==> src/rtl/fetch_pkg.sv <==
`default_nettype none
// +------------------------------------------------------------------+
// | Package   : fetch_pkg                                            |
// | Purpose   : Shared types and constants for the instruction-fetch |
// |             sequencer: FSM state encoding, MIPS opcodes used for |
// |             control flow, default reset PC, branch offset helper.|
// | Revision  : 1.0 - initial release                                |
// +------------------------------------------------------------------+
package fetch_pkg;

  typedef enum logic [1:0] {
    ST_IDLE  = 2'd0,
    ST_EXEC  = 2'd1,
    ST_DBG   = 2'd2,
    ST_FAULT = 2'd3
  } fetch_state_e;

  localparam logic [5:0]  OP_J   = 6'h02;
  localparam logic [5:0]  OP_BEQ = 6'h04;
  localparam logic [5:0]  OP_BNE = 6'h05;

  localparam logic [31:0] DEFAULT_RESET_PC = 32'h0000_0000;

  // Branch displacement in bytes: sign-extended word offset times four.
  function automatic logic [31:0] br_byte_offset(input logic [15:0] imm);
    return {{14{imm[15]}}, imm, 2'b00};
  endfunction

endpackage
`default_nettype wire

==> src/rtl/next_pc_calc.sv <==
`default_nettype none
// +------------------------------------------------------------------+
// | Module    : next_pc_calc                                         |
// | Purpose   : Combinational next-PC selection for sequential,      |
// |             jump (j) and conditional branch (beq/bne) flow, plus |
// |             an out-of-ROM-range flag on the resulting PC.        |
// | Revision  : 1.0 - initial release                                |
// +------------------------------------------------------------------+
module next_pc_calc
  import fetch_pkg::*;
#(
  parameter int ROM_DEPTH = 21
) (
  input  logic [31:0] i_pc,
  input  logic [31:0] i_rom_inst,
  input  logic        i_br_cond,
  output logic [31:0] o_next_pc,
  output logic        o_out_of_range
);

  localparam logic [31:0] c_ROM_DEPTH = ROM_DEPTH[31:0];

  logic [31:0] w_pc4;
  logic [5:0]  w_opcode;

  assign w_pc4    = i_pc + 32'd4;
  assign w_opcode = i_rom_inst[31:26];

  // Select the flow target; all sums wrap modulo 2^32.
  always_comb begin
    o_next_pc = w_pc4;
    if (w_opcode == OP_J) begin
      o_next_pc = {w_pc4[31:28], i_rom_inst[25:0], 2'b00};
    end else if (((w_opcode == OP_BEQ) || (w_opcode == OP_BNE)) && i_br_cond) begin
      o_next_pc = w_pc4 + br_byte_offset(i_rom_inst[15:0]);
    end
  end

  // Word index at or beyond the implemented ROM depth is a fault.
  assign o_out_of_range = ({2'b00, o_next_pc[31:2]} >= c_ROM_DEPTH);

endmodule
`default_nettype wire

==> src/rtl/inst_fetch_ctrl.sv <==
`default_nettype none
// +------------------------------------------------------------------+
// | Module    : inst_fetch_ctrl                                      |
// | Purpose   : Instruction-fetch sequencer. Owns the PC, drives the |
// |             ROM address, gates free-run / single-step execution  |
// |             and time-shares the ROM port with a debug reader.    |
// | Config    : FETCH_DBG_PORT_EN - define to enable the debug read  |
// |             port; otherwise dbg_ack/dbg_data are held at zero.   |
// | Revision  : 1.0 - initial release                                |
// +------------------------------------------------------------------+
module inst_fetch_ctrl
  import fetch_pkg::*;
#(
  parameter int          ROM_AW    = 5,
  parameter int          ROM_DEPTH = 21,
  parameter logic [31:0] RESET_PC  = DEFAULT_RESET_PC
) (
  input  logic              clk,
  input  logic              rst,
  input  logic              i_mode_run,
  input  logic              i_step_pulse,
  input  logic              i_br_cond,
  output logic [ROM_AW-1:0] o_rom_addr,
  input  logic [31:0]       i_rom_inst,
  output logic [31:0]       o_inst,
  output logic              o_inst_valid,
  output logic [31:0]       o_pc,
  input  logic              i_dbg_req,
  input  logic [ROM_AW-1:0] i_dbg_addr,
  output logic              o_dbg_ack,
  output logic [31:0]       o_dbg_data,
  output logic              o_fault
);

`ifdef FETCH_DBG_PORT_EN
  localparam logic c_DBG_EN = 1'b1;
`else
  localparam logic c_DBG_EN = 1'b0;
`endif

  fetch_state_e      r_state;
  logic [31:0]       r_pc;
  logic              r_step_pending;
  logic              r_last_dbg;      // last non-IDLE state was DBG
  logic              r_dbg_ack;
  logic [31:0]       r_dbg_data;
  logic [ROM_AW-1:0] r_dbg_addr;
  logic              r_fault;

  logic [31:0]       w_next_pc;
  logic              w_out_of_range;
  logic              w_dbg_take_idle;
  logic              w_dbg_take_exec;

  next_pc_calc #(
    .ROM_DEPTH (ROM_DEPTH)
  ) u_next_pc_calc (
    .i_pc           (r_pc),
    .i_rom_inst     (i_rom_inst),
    .i_br_cond      (i_br_cond),
    .o_next_pc      (w_next_pc),
    .o_out_of_range (w_out_of_range)
  );

  // In IDLE the debugger wins, except right after its own access when a
  // fetch is already wanted; the ack cycle never starts a new access.
  assign w_dbg_take_idle = c_DBG_EN && i_dbg_req && !r_dbg_ack &&
                           !(r_last_dbg && (i_mode_run || r_step_pending));
  assign w_dbg_take_exec = c_DBG_EN && i_dbg_req;

  // Sequencer: state, PC, step bookkeeping and debug capture.
  always_ff @(posedge clk) begin
    if (rst) begin
      r_state        <= ST_IDLE;
      r_pc           <= RESET_PC;
      r_step_pending <= 1'b0;
      r_last_dbg     <= 1'b0;
      r_dbg_ack      <= 1'b0;
      r_dbg_data     <= '0;
      r_dbg_addr     <= '0;
      r_fault        <= 1'b0;
    end else begin
      r_dbg_ack <= 1'b0;
      case (r_state)
        ST_IDLE: begin
          if (w_dbg_take_idle) begin
            r_state    <= ST_DBG;
            r_dbg_addr <= i_dbg_addr;
            if (i_step_pulse) r_step_pending <= 1'b1;
          end else if (i_mode_run || i_step_pulse || r_step_pending) begin
            r_state        <= ST_EXEC;
            r_step_pending <= 1'b0;
            r_last_dbg     <= 1'b0;
          end
        end
        ST_EXEC: begin
          r_pc <= w_next_pc;
          if (w_out_of_range) begin
            r_state <= ST_FAULT;
            r_fault <= 1'b1;
          end else if (w_dbg_take_exec) begin
            r_state    <= ST_DBG;
            r_dbg_addr <= i_dbg_addr;
          end else if (!i_mode_run) begin
            r_state <= ST_IDLE;
          end
        end
        ST_DBG: begin
          r_dbg_data <= i_rom_inst;
          r_dbg_ack  <= 1'b1;
          r_last_dbg <= 1'b1;
          r_state    <= ST_IDLE;
          if (i_step_pulse) r_step_pending <= 1'b1;
        end
        ST_FAULT: begin
          r_state <= ST_FAULT;
        end
      endcase
    end
  end

  assign o_rom_addr   = (r_state == ST_DBG) ? r_dbg_addr : r_pc[ROM_AW+1:2];
  assign o_inst_valid = (r_state == ST_EXEC);
  assign o_inst       = o_inst_valid ? i_rom_inst : 32'h0;
  assign o_pc         = r_pc;
  assign o_fault      = r_fault;
  assign o_dbg_ack    = c_DBG_EN & r_dbg_ack;
  assign o_dbg_data   = c_DBG_EN ? r_dbg_data : 32'h0;

endmodule
`default_nettype wire

==> config.mk <==
export PLATFORM = sky130hd
export DESIGN_NAME = inst_fetch_ctrl
export DESIGN_NICKNAME = d
export VERILOG_FILES = /design/src/rtl/fetch_pkg.sv /design/src/rtl/next_pc_calc.sv /design/src/rtl/inst_fetch_ctrl.sv
export SDC_FILE = /design/constraint.sdc
export NUM_CORES = 1
export LEC_CHECK = 0
export ABC_CLOCK_PERIOD_IN_PS = 8100
export CAP_MARGIN = 10
export CELL_PAD_IN_SITES_DETAIL_PLACEMENT = 0
export CELL_PAD_IN_SITES_GLOBAL_PLACEMENT = 1
export CORE_UTILIZATION = 36
export CTS_CLUSTER_SIZE = 10
export DETAILED_ROUTE_END_ITERATION = 10
export PLACE_DENSITY_LB_ADDON = 0.08
export SLEW_MARGIN = 10
export SYNTH_ARGS = -nofsm -noshare
export SYNTH_HDL_FRONTEND = slang
export SYNTH_HIERARCHICAL = 1
export SYNTH_SLANG_ARGS = --single-unit
==> constraint.sdc <==
create_clock -name clk -period 8.1 [get_ports clk]
set_input_delay 2.43 -clock clk [delete_from_list [all_inputs] [get_ports clk]]
set_output_delay 2.43 -clock clk [all_outputs]
set_load 0.1 [all_outputs]
==> metrics.yaml <==
run_status:
  status: "completed"
place:
  globalplace.congestion: 0.861
  dp.cells: 937
  place_ws_ns: 0.896
  dpl.hpwl_um: 12600
  io_buffers: 107
  place_area_um2: 5790
drt:
  antenna_left: 0
  vias: 5147
  drc: 0
  drtPass1Iterations: 5
  first_iter_violations: 437
  routed_wl_um: 16100
  routedWlPerCell_um: 17.0
  avgViaCountPerCell: 5.45
cts:
  post_cts_buffers: 0
  cts_hold_buf: 0
  cts_sinks: 36
  cts.htree.levels: 2
  cts-root-buf: "clkbuf_16"
  numCtsBuffers: 5
  clkSlewWorstSetupHoldPaths_ns: 0.05
  tritoncts: "done"
  clk_path_buf_depth: 2
  clkLatencyLatePin_ns: 0.28
  cts_resized: 0
logic_synthesis:
  synth_top_family_by_area: "simple AND/OR/NAND/NOR gates"
  netlist_instances: 692
  dominantRegCellSynth: "dfxtp_1"
  avgSynthCellArea_um2: 6.96
  synth-simple-area-share: 0.301
  synth_cell_types: 70
  synthMuxAreaShare: 0.0125
  synth_xor_area_frac: 0.0836
  ys_warn_count: 6
  synthAdderAreaFrac: 0.0847
  syn_area_um2: 4820
  synth_compound_area_frac: 0.255
  async_reset_ff_frac: 0
  ys_ff_latch: 36
  seq_area_frac_synth: 0.150
  synth_edf_count: 0
global_routing:
  antenna_found_initial: 0
  grt_pass1_wl_um: 25300
  grtUsageTotal: 0.226
  grt_max_degree: 67
  first_global_vias: 4528
  overflow: 0
final_layout:
  drive_above_1_share: 0.0453
  design_area_um2: 5970
  final_cell_mix: "106 x clkdlybuf4s50_1, 102 x nand2_1, 64 x a21oi_1"
  final_common_cell: "clkdlybuf4s50_1"
  stdcell_count: 945
  diodes: 0
  syn2layout_area_growth_pct: 24.0
  nNetsFinal: 847
timing:
  relSlewSlack: 0.300
  final-setup-viol-count: 0
  min_period_ns: 6.99
  period_share: 0.863
  setup_tns_ns: 0
  layout_setup_ws_ns: 1.11
  rsz0062_at_grt: "no"
  slew_viol_final: 0
  clock.fmax_mhz: 143
  finalHoldViolCount: 0
  worst_pin_slew_ns: 1.05
  fin_worst_skew_ns: 0.00514
hold_path:
  hold_path_class: "reg2reg"
  whs_path_depth: 2
floorplanning:
  ios: 147
  die_area_um2: 13800
  fp.dieH_um: 118
  initial_utilization: 0.376
  fp.dieW_um: 118
  coreArea_um2: 12800
  row_count: 41
worst_setup_path:
  arrival_ns: 7.15
  end_kind: "flip-flop"
  start_kind: "input port"
  cp_max_fo: 17
  worstSetupPathType: "in2reg"
  ff2ff_path_depth: 18
  crit_required_ns: 8.26
run:
  cap_violations: 0
power_and_ir_drop:
  finalPower_w: 0.000895
  p_leak_nw: 2.32
  power_density_nw_per_um2: 150
  ir_worst_vdd_mv: 0.128
## synthesized netlist by cell type, types with 4 or more instances
cell type	number	area, um^2
nand2_1	102	383
a21oi_1	64	320
nor2_1	55	206
and2_1	41	257
dfxtp_1	36	721
buf_4	33	248
ha_1	31	388
o21ai_0	29	145
xnor2_1	26	228
nand3_1	23	115
xor2_1	20	175
clkbuf_1	19	71.3
inv_1	16	60.1
nand4_1	15	93.8
nor3_1	15	75.1
a211oi_1	14	105
a21oi_2	11	96.3
and3_1	11	68.8
buf_2	10	50.1
a21o_1	9	67.6
o22ai_1	8	50.1
o211ai_1	7	52.6
mux2i_1	6	60.1
o21a_1	6	45.0
a31oi_1	5	31.3
and4_1	5	43.8
nand2b_1	5	31.3
or3_1	5	31.3
or4_1	5	37.5
buf_6	4	45.0
## area by class of cell
class                           count  area [um^2]
Tap cell                          172          215
Timing Repair Buffer              113         1110
Clock inverter                      1         30.0
Inverter                           17         66.3
Multi-Input combinational cell    599         3670
Sequential cell                    36          721
Fill cell                        1332         6850
Clock buffer                        7          153
## worst paths after layout
path,startpoint,endpoint,slack [ns]
worst min register to register,o_pc[0],o_pc[0],0.48
worst max-delay path,i_rom_inst[15],r_state[0],1.11
worst max register to register,o_pc[2],r_state[0],1.93
worst min-delay path,o_pc[0],o_pc[0],0.48
## worst max-delay path: stages
cell             delay, ns
clkdlybuf4s50_1       0.82
ha_1                  0.62
a211oi_1              0.31
o21bai_1              0.15
o41ai_1               0.44
or4b_2                0.62
o2bb2ai_1             0.22
xor2_1                0.24
a21oi_1               0.13
nor3_1                0.21
nand4b_1              0.16
or4_1                 0.53
nor3_1                0.21
nor3_1                0.07
## state kept, by name, indices dropped and copies added (netlist names)
register and cells:
r_state 2, r_step_pending 1, o_fault 1, o_pc 32
## per-stage QoR
stage          utilization  hold slack [ns]
6_report             0.466            0.476
3_3_place_gp         0.451            0.453
2_1_floorplan            -            0.472
4_1_cts              0.466            0.481
5_1_grt              0.466            0.498
3_5_place_dp         0.451            0.460
## power by group
part	leakage [nW]	switching (W)	internal, W	total, W
sequential	0.291	0.00000869	0.000183	0.000192
clock	0.0901	0.0000745	0.000162	0.000237
combinational	1.94	0.000359	0.000108	0.000467
total	2.32	0.000442	0.000453	0.000895
## routing by layer
layer  vias to the layer above  track usage  part of all wire  routed length [um]
li1                       2562            -                 -                   -
met1                      2393        0.368              0.53                8440
met2                       182        0.318              0.41                6520
met3                        10       0.0150             0.059                 952
met4                         0       0.0417            0.0086                 138
met5                         -            0                 0                   0
## cells by family after synthesis
family                     Yosys count
and+or+nand+nor                    296
xor gates and xnor gates            46
DFF                                 36
AOI/OAI and AO/OA                  186
adders and majority gates           32
buffers and inverters               89
other                                1
muxes                                6
(Power assumes the default switching activity.)
==> variant 1: new RTL, config.mk and constraints unchanged <==
`ROM_AW`: 5 -> 6.
--- a/src/rtl/inst_fetch_ctrl.sv
+++ b/src/rtl/inst_fetch_ctrl.sv
@@ -11,7 +11,7 @@
 module inst_fetch_ctrl
   import fetch_pkg::*;
 #(
-  parameter int          ROM_AW    = 5,
+  parameter int          ROM_AW    = 6,
   parameter int          ROM_DEPTH = 21,
   parameter logic [31:0] RESET_PC  = DEFAULT_RESET_PC
 ) (
Interface: changed (resized i_dbg_addr and o_rom_addr); port bits go from 147 to 149. No check against the original RTL was run, so the function may have changed too.
==> variant 1 against the unedited design <==
  * Power decreased by 5.3%
  * Sequential cell count unchanged
  * First-iteration DRC count fell by 9.2%
  * Routed wire length fell by 1.8%
  * Via count shrank 1.8%
  * Register-to-register slack gained 380 ps
  * Setup slack better by 130 ps
  * Synthesized area decreased by 2.1%
  * Final area shrank 1.7%
==> variant 1: results (changes against the unedited design) <==
| Metric | Value |
|---|---|
| Synth top area cells | `dfxtp_1 (15%), nand2_1 (8.9%), ha_1 (8.2%), a21oi_1 (7.6%), and2_1 (5.4%)` |
| Worst-skew pair later-pin latency | `280 ps (about the same)` |
| 1st-iter DRT viols | `397 (-9.2%)` |
| Resized cells post-CTS | `0 (unchanged)` |
| Commonest cells post-synth | `nand2_1 (112), a21oi_1 (72), and2_1 (41)` |
| Via Count | `5054 (-1.8%)` |
| Num CTS Buffers | `5 (unchanged)` |
| Seq/Total Area, Yosys | `15.3% (+0.31 points)` |
| First-pass GRT wire length | `24300 µm (-4.2%)` |
| Total wire length | `15800 µm (-1.8%)` |
| ANT cells | `0 (unchanged)` |
| Worst VDD drop | `119 µV (-7.5%)` |
| Drt first pass iters | `5 (unchanged)` |
| Routed wl met2 | `6510 µm (-0.28%)` |
| Postcts setup bufs | `0 (unchanged)` |
| Met1 WL | `8000 µm (-5.1%)` |
| Clk pin slew, worst setup/hold paths | `60 ps` |
| Worst hold-check path type | `flop to flop` |
| Root Driver | `clkbuf_16` |
| Fill count | `1327 (-0.38%)` |
| Largest net degree at the start of global routing | `67 (unchanged)` |
| Max layer used | `met4` |
| WL met3 | `1150 µm (+20%)` |
| Vias in the first global route | `4414 (-2.5%)` |
| Initial antenna violation count | `0 (unchanged)` |
| Status | `finished clean` |
| Max reg flops | `32 (unchanged)` |
| NumNets Final | `834 (-1.5%)` |
| Leakage power | `2.24 nW (-3.6%)` |
| Cell-internal power | `0.405 mW (-11%)` |
| Most common flop cell mapped by yosys | `dfxtp_1` |
| Synth warn | `6 (unchanged)` |
| Post-route clock skew | `9.10 ps (+3.96 ps)` |
| H-tree depth | `2 (unchanged)` |
| Worst-case clock buffer depth | `2 (unchanged)` |
| GPL Wtd Cong | `0.887 (+3.0%)` |
| Final HPWL DP | `12400 µm (-1.8%)` |
| # port buffers | `108 (+0.93%)` |
| Distinct cells, synth | `78 (+11%)` |
| Crit Path Max Fanout | `17 (unchanged)` |
| Slew margin rel. | `32.8% (+2.8 points)` |
| Crit path DAT | `7010 ps (-140 ps)` |
| Gr usage total | `23.1% (+0.51 points)` |
| Synth async-reset ratio | `0% (unchanged)` |
| DP Area | `5720 µm² (-1.1%)` |
| Layout cell share with drive strength beyond 1 | `5.80% (+1.3 points)` |
variant 1: cell types whose count changed after synthesis, sizes merged, moves of 4 or more:
cell	delta
and3	-7
o21ai	-4
xor2	+4
mux2i	-5
a21o	-4
nand2	+10
a21oi	+9
a211oi	-9
nor2	-17
nor3	+6
variant 1: cell families (layout without fill, tap and decap cells):
| family | Yosys count | count (layout) | synth area share (%) |
|---|---|---|---|
| DFF | 36 | 36 | 15.3 |
| xor gates and xnor gates | 48 | 48 | 8.91 |
| other | 1 | 33 | 0.0795 |
| adders and majority gates | 32 | 32 | 8.64 |
| muxes | 3 | 3 | 0.689 |
| and+or+nand+nor | 290 | 290 | 30.8 |
| AOI/OAI and AO/OA | 179 | 179 | 24.6 |
| buffers and inverters | 83 | 138 | 11.0 |
variant 1: worst paths after layout:
check / to / cells past startpoint / startpoint / slack (ps)
worst max register to register: r_state[0] / 18 / o_pc[4] / 2310
worst min register to register: o_pc[0] / 2 / o_pc[0] / 470
worst max-delay path: r_state[0] / 14 / i_rom_inst[15] / 1240
worst min-delay path: o_pc[0] / 2 / o_pc[0] / 470
variant 1: through the flow:
step / cells / util (%) / setup slack, ps / hold WS (ps)
floorplan: 704 / - / 2280 / 472
global placement: 923 / 45.0 / 939 / 456
detailed placement: 923 / 45.0 / 973 / 464
CTS: 931 / 46.1 / 1250 / 474
global route: 931 / 46.1 / 942 / 501
finish: 931 / 46.1 / 1240 / 467
variant 1: metal layers:
metal  vias to the layer above  track usage [%]
li1                       2504                -
met1                      2338             36.5
met2                       203             32.7
met3                         9             3.53
met4                         0             3.76
met5                         -                0
variant 1: cell type report:
class	instances	share of cell area (%)
Multi-Input combinational cell	585	61.4
Sequential cell	36	12.3
Timing Repair Buffer	114	19.1
Clock inverter	2	0.277
Clock buffer	6	2.20
Inverter	16	1.07
Tap cell	172	3.67
variant 1: power by group through the flow:
stage          Sequential, mW  Clock, mW  Combinational [mW]
3_3_place_gp            0.195          0               0.466
6_report                0.191      0.188               0.469
2_1_floorplan           0.224          0               0.360
4_1_cts                 0.191      0.193               0.468
3_5_place_dp            0.195          0               0.467
5_1_grt                 0.193      0.200               0.491
variant 1: worst max-delay path, cell delays in order:
cell and delay [ps]:
clkdlybuf4s50_1 810, ha_1 660, nand2_1 80, o21a_1 200, a211o_1 250, a21oi_1 280, mux2_2 410, a31oi_1 190
nand4b_1 110, or4_1 450, and4bb_1 270, or4b_1 560, nor3_1 220, nor3_1 80
==> variant 2: new RTL, config.mk and constraints unchanged <==
Made on the original files. Register the input `i_mode_run` before use. The logic sees it one clock later. The other inputs are not delayed to match.
--- a/src/rtl/inst_fetch_ctrl.sv
+++ b/src/rtl/inst_fetch_ctrl.sv
@@ -32,6 +32,12 @@
   output logic              o_fault
 );
 
+  logic i_mode_run_q;
+
+  always_ff @(posedge clk) begin
+    i_mode_run_q <= i_mode_run;
+  end
+
 `ifdef FETCH_DBG_PORT_EN
   localparam logic c_DBG_EN = 1'b1;
 `else
@@ -65,7 +71,7 @@
   // In IDLE the debugger wins, except right after its own access when a
   // fetch is already wanted; the ack cycle never starts a new access.
   assign w_dbg_take_idle = c_DBG_EN && i_dbg_req && !r_dbg_ack &&
-                           !(r_last_dbg && (i_mode_run || r_step_pending));
+                           !(r_last_dbg && (i_mode_run_q || r_step_pending));
   assign w_dbg_take_exec = c_DBG_EN && i_dbg_req;
 
   // Sequencer: state, PC, step bookkeeping and debug capture.
@@ -87,7 +93,7 @@
             r_state    <= ST_DBG;
             r_dbg_addr <= i_dbg_addr;
             if (i_step_pulse) r_step_pending <= 1'b1;
-          end else if (i_mode_run || i_step_pulse || r_step_pending) begin
+          end else if (i_mode_run_q || i_step_pulse || r_step_pending) begin
             r_state        <= ST_EXEC;
             r_step_pending <= 1'b0;
             r_last_dbg     <= 1'b0;
@@ -101,7 +107,7 @@
           end else if (w_dbg_take_exec) begin
             r_state    <= ST_DBG;
             r_dbg_addr <= i_dbg_addr;
-          end else if (!i_mode_run) begin
+          end else if (!i_mode_run_q) begin
             r_state <= ST_IDLE;
           end
         end
Formal check against the unedited RTL: not equivalent (Yosys sat finds a counterexample within 4 cycles, from zero or initial values and one cycle with rst high).
==> variant 2 against the unedited design <==
  * Largest power group unchanged
  * Via count shrank 3.0%
  * Power is 5.6% lower
  * Largest cell class unchanged
  * Sequential cell count up 1
  * Maximum frequency increased by 3.7%
  * Core utilization down 0.45 points
  * Critical path depth decreased by 11
  * Setup slack better by 250 ps
  * Final area shrank 2.2%
  * Routed wire length fell by 2.1%
  * Synthesized area fell by 2.9%
  * Highest routed layer unchanged
==> variant 2: results (changes against the unedited design) <==
| Metric | Value |
|---|---|
| Worst hold-check path type | `flop to flop` |
| Worst VDD drop | `173 µV (+35%)` |
| Seq/Total Area, Yosys | `15.8% (+0.87 points)` |
| Resized cells post-CTS | `0 (unchanged)` |
| Vias in the first global route | `4341 (-4.1%)` |
| Synth top area cells | `dfxtp_1 (16%), nand2_1 (9.1%), ha_1 (8.3%), a21oi_1 (7.3%), and2_1 (5.9%)` |
| Pre-CTS setup slack | `1190 ps (+295 ps)` |
| Gr usage total | `23.2% (+0.60 points)` |
| Drt first pass iters | `5 (unchanged)` |
| Vias per inst | `5.36 (-1.6%)` |
| Worst-skew pair later-pin latency | `290 ps` |
| TritonCTS clock tree | `done` |
| GPL Wtd Cong | `0.876 (+1.7%)` |
| Status | `finished clean` |
| Postcts setup bufs | `0 (unchanged)` |
| Largest net degree at the start of global routing | `67 (unchanged)` |
| Post-route clock skew | `3.96 ps (-1.18 ps)` |
| Layout overhead on the synthesized area | `24.9%` |
| First-pass GRT wire length | `24000 µm (-5.4%)` |
| Leakage power | `2.40 nW (+3.3%)` |
| Final HPWL DP | `12300 µm (-2.7%)` |
| Most common flop cell mapped by yosys | `dfxtp_1` |
| DP Area | `5700 µm² (-1.5%)` |
| Worst-case clock buffer depth | `2 (unchanged)` |
| Crit path DAT | `4310 ps (-2840 ps)` |
| Clk pin slew, worst setup/hold paths | `50 ps (about the same)` |
| Distinct cells, synth | `68 (-2.9%)` |
| Max reg flops | `32 (unchanged)` |
| 1st-iter DRT viols | `333 (-24%)` |
| H-tree depth | `2 (unchanged)` |
| Initial antenna violation count | `0 (unchanged)` |
| Num CTS Buffers | `5 (unchanged)` |
| Layout cell share with drive strength beyond 1 | `5.27% (+0.74 points)` |
| # port buffers | `107 (unchanged)` |
| Synth async-reset ratio | `0% (unchanged)` |
| Fill count | `1342 (+0.75%)` |
| Synth warn | `6 (unchanged)` |
| ANT cells | `0 (unchanged)` |
| NumNets Final | `833 (-1.7%)` |
| Worst Tran Pin Value | `1000 ps (-50.7 ps)` |
| Root Driver | `clkbuf_16` |
| Commonest cells post-synth | `nand2_1 (114), a21oi_1 (68), nor2_1 (45)` |
| Crit Path Max Fanout | `4 (-13)` |
| Total wire length | `15700 µm (-2.1%)` |
==> variant 2: cell types whose count changed in the layout (fill, tap and decap cells not counted), sizes merged, moves of 5 or more <==
cell    unedited run  this run
and4               5         0
a21o               9        15
a21oi             75        82
nand2            102       114
nand3             23        18
nor2              55        45
a211oi            14         5
o21ai             31        23
nor3              15        21
==> variant 2: final cells by class <==
| cell class | instances | area share, % |
|---|---|---|
| multi-input cells | 580 | 60.7 |
| repair buffers | 115 | 19.3 |
| flip-flops and latches | 37 | 12.7 |
| clock inverters | 2 | 0.171 |
| inverters | 19 | 1.26 |
| well taps | 172 | 3.68 |
| clock buffers | 6 | 2.21 |
==> variant 2: report_power, final <==
group | switching [mW] | leakage (nW) | total (mW) | internal [mW]
sequential | 0.00817 | 0.300 | 0.197 | 0.188
combinational | 0.355 | 2.03 | 0.461 | 0.106
clock | 0.0752 | 0.0706 | 0.188 | 0.113
total | 0.438 | 2.40 | 0.846 | 0.407
==> variant 2: path summary, 6_finish.rpt <==
check	start	end	slack, ps	cells after the start
min reg2reg	o_fault	o_fault	480	2
max	i_rom_inst[1]	o_inst[1]	1360	3
min	o_fault	o_fault	480	2
max reg2reg	o_pc[2]	r_state[0]	2680	18
==> variant 2: cell families (layout without fill, tap and decap cells) <==
logic type                 Yosys count  in the layout  share of synthesized area [%]
other                                1             33                         0.0801
and+or+nand+nor                    286            286                           29.2
buffers and inverters               84            142                           11.0
muxes                                5              5                           1.10
DFF                                 37             37                           15.8
xor gates and xnor gates            45             45                           8.58
adders and majority gates           32             32                           8.72
AOI/OAI and AO/OA                  179            179                           25.6
==> variant 2: critical path, cell delays in order <==
cell and delay (ps):
clkdlybuf4s50_1 590, and2_1 160, clkdlybuf4s50_1 1130
==> variant 2: per-stage QoR <==
stage	cells	power, mW	hold slack [ps]
2_1_floorplan	701	0.583	472
3_3_place_gp	923	0.657	452
3_5_place_dp	923	0.660	464
4_1_cts	931	0.851	482
5_1_grt	931	0.880	509
6_report	931	0.846	476
==> variant 2: metal layers <==
layer / up-vias / track usage (%) / wire, µm
li1: 2480 / - / -
met1: 2297 / 36.6 / 7920
met2: 207 / 33.9 / 6600
met3: 8 / 1.99 / 1090
met4: 0 / 4.36 / 105
met5: - / 0 / 0
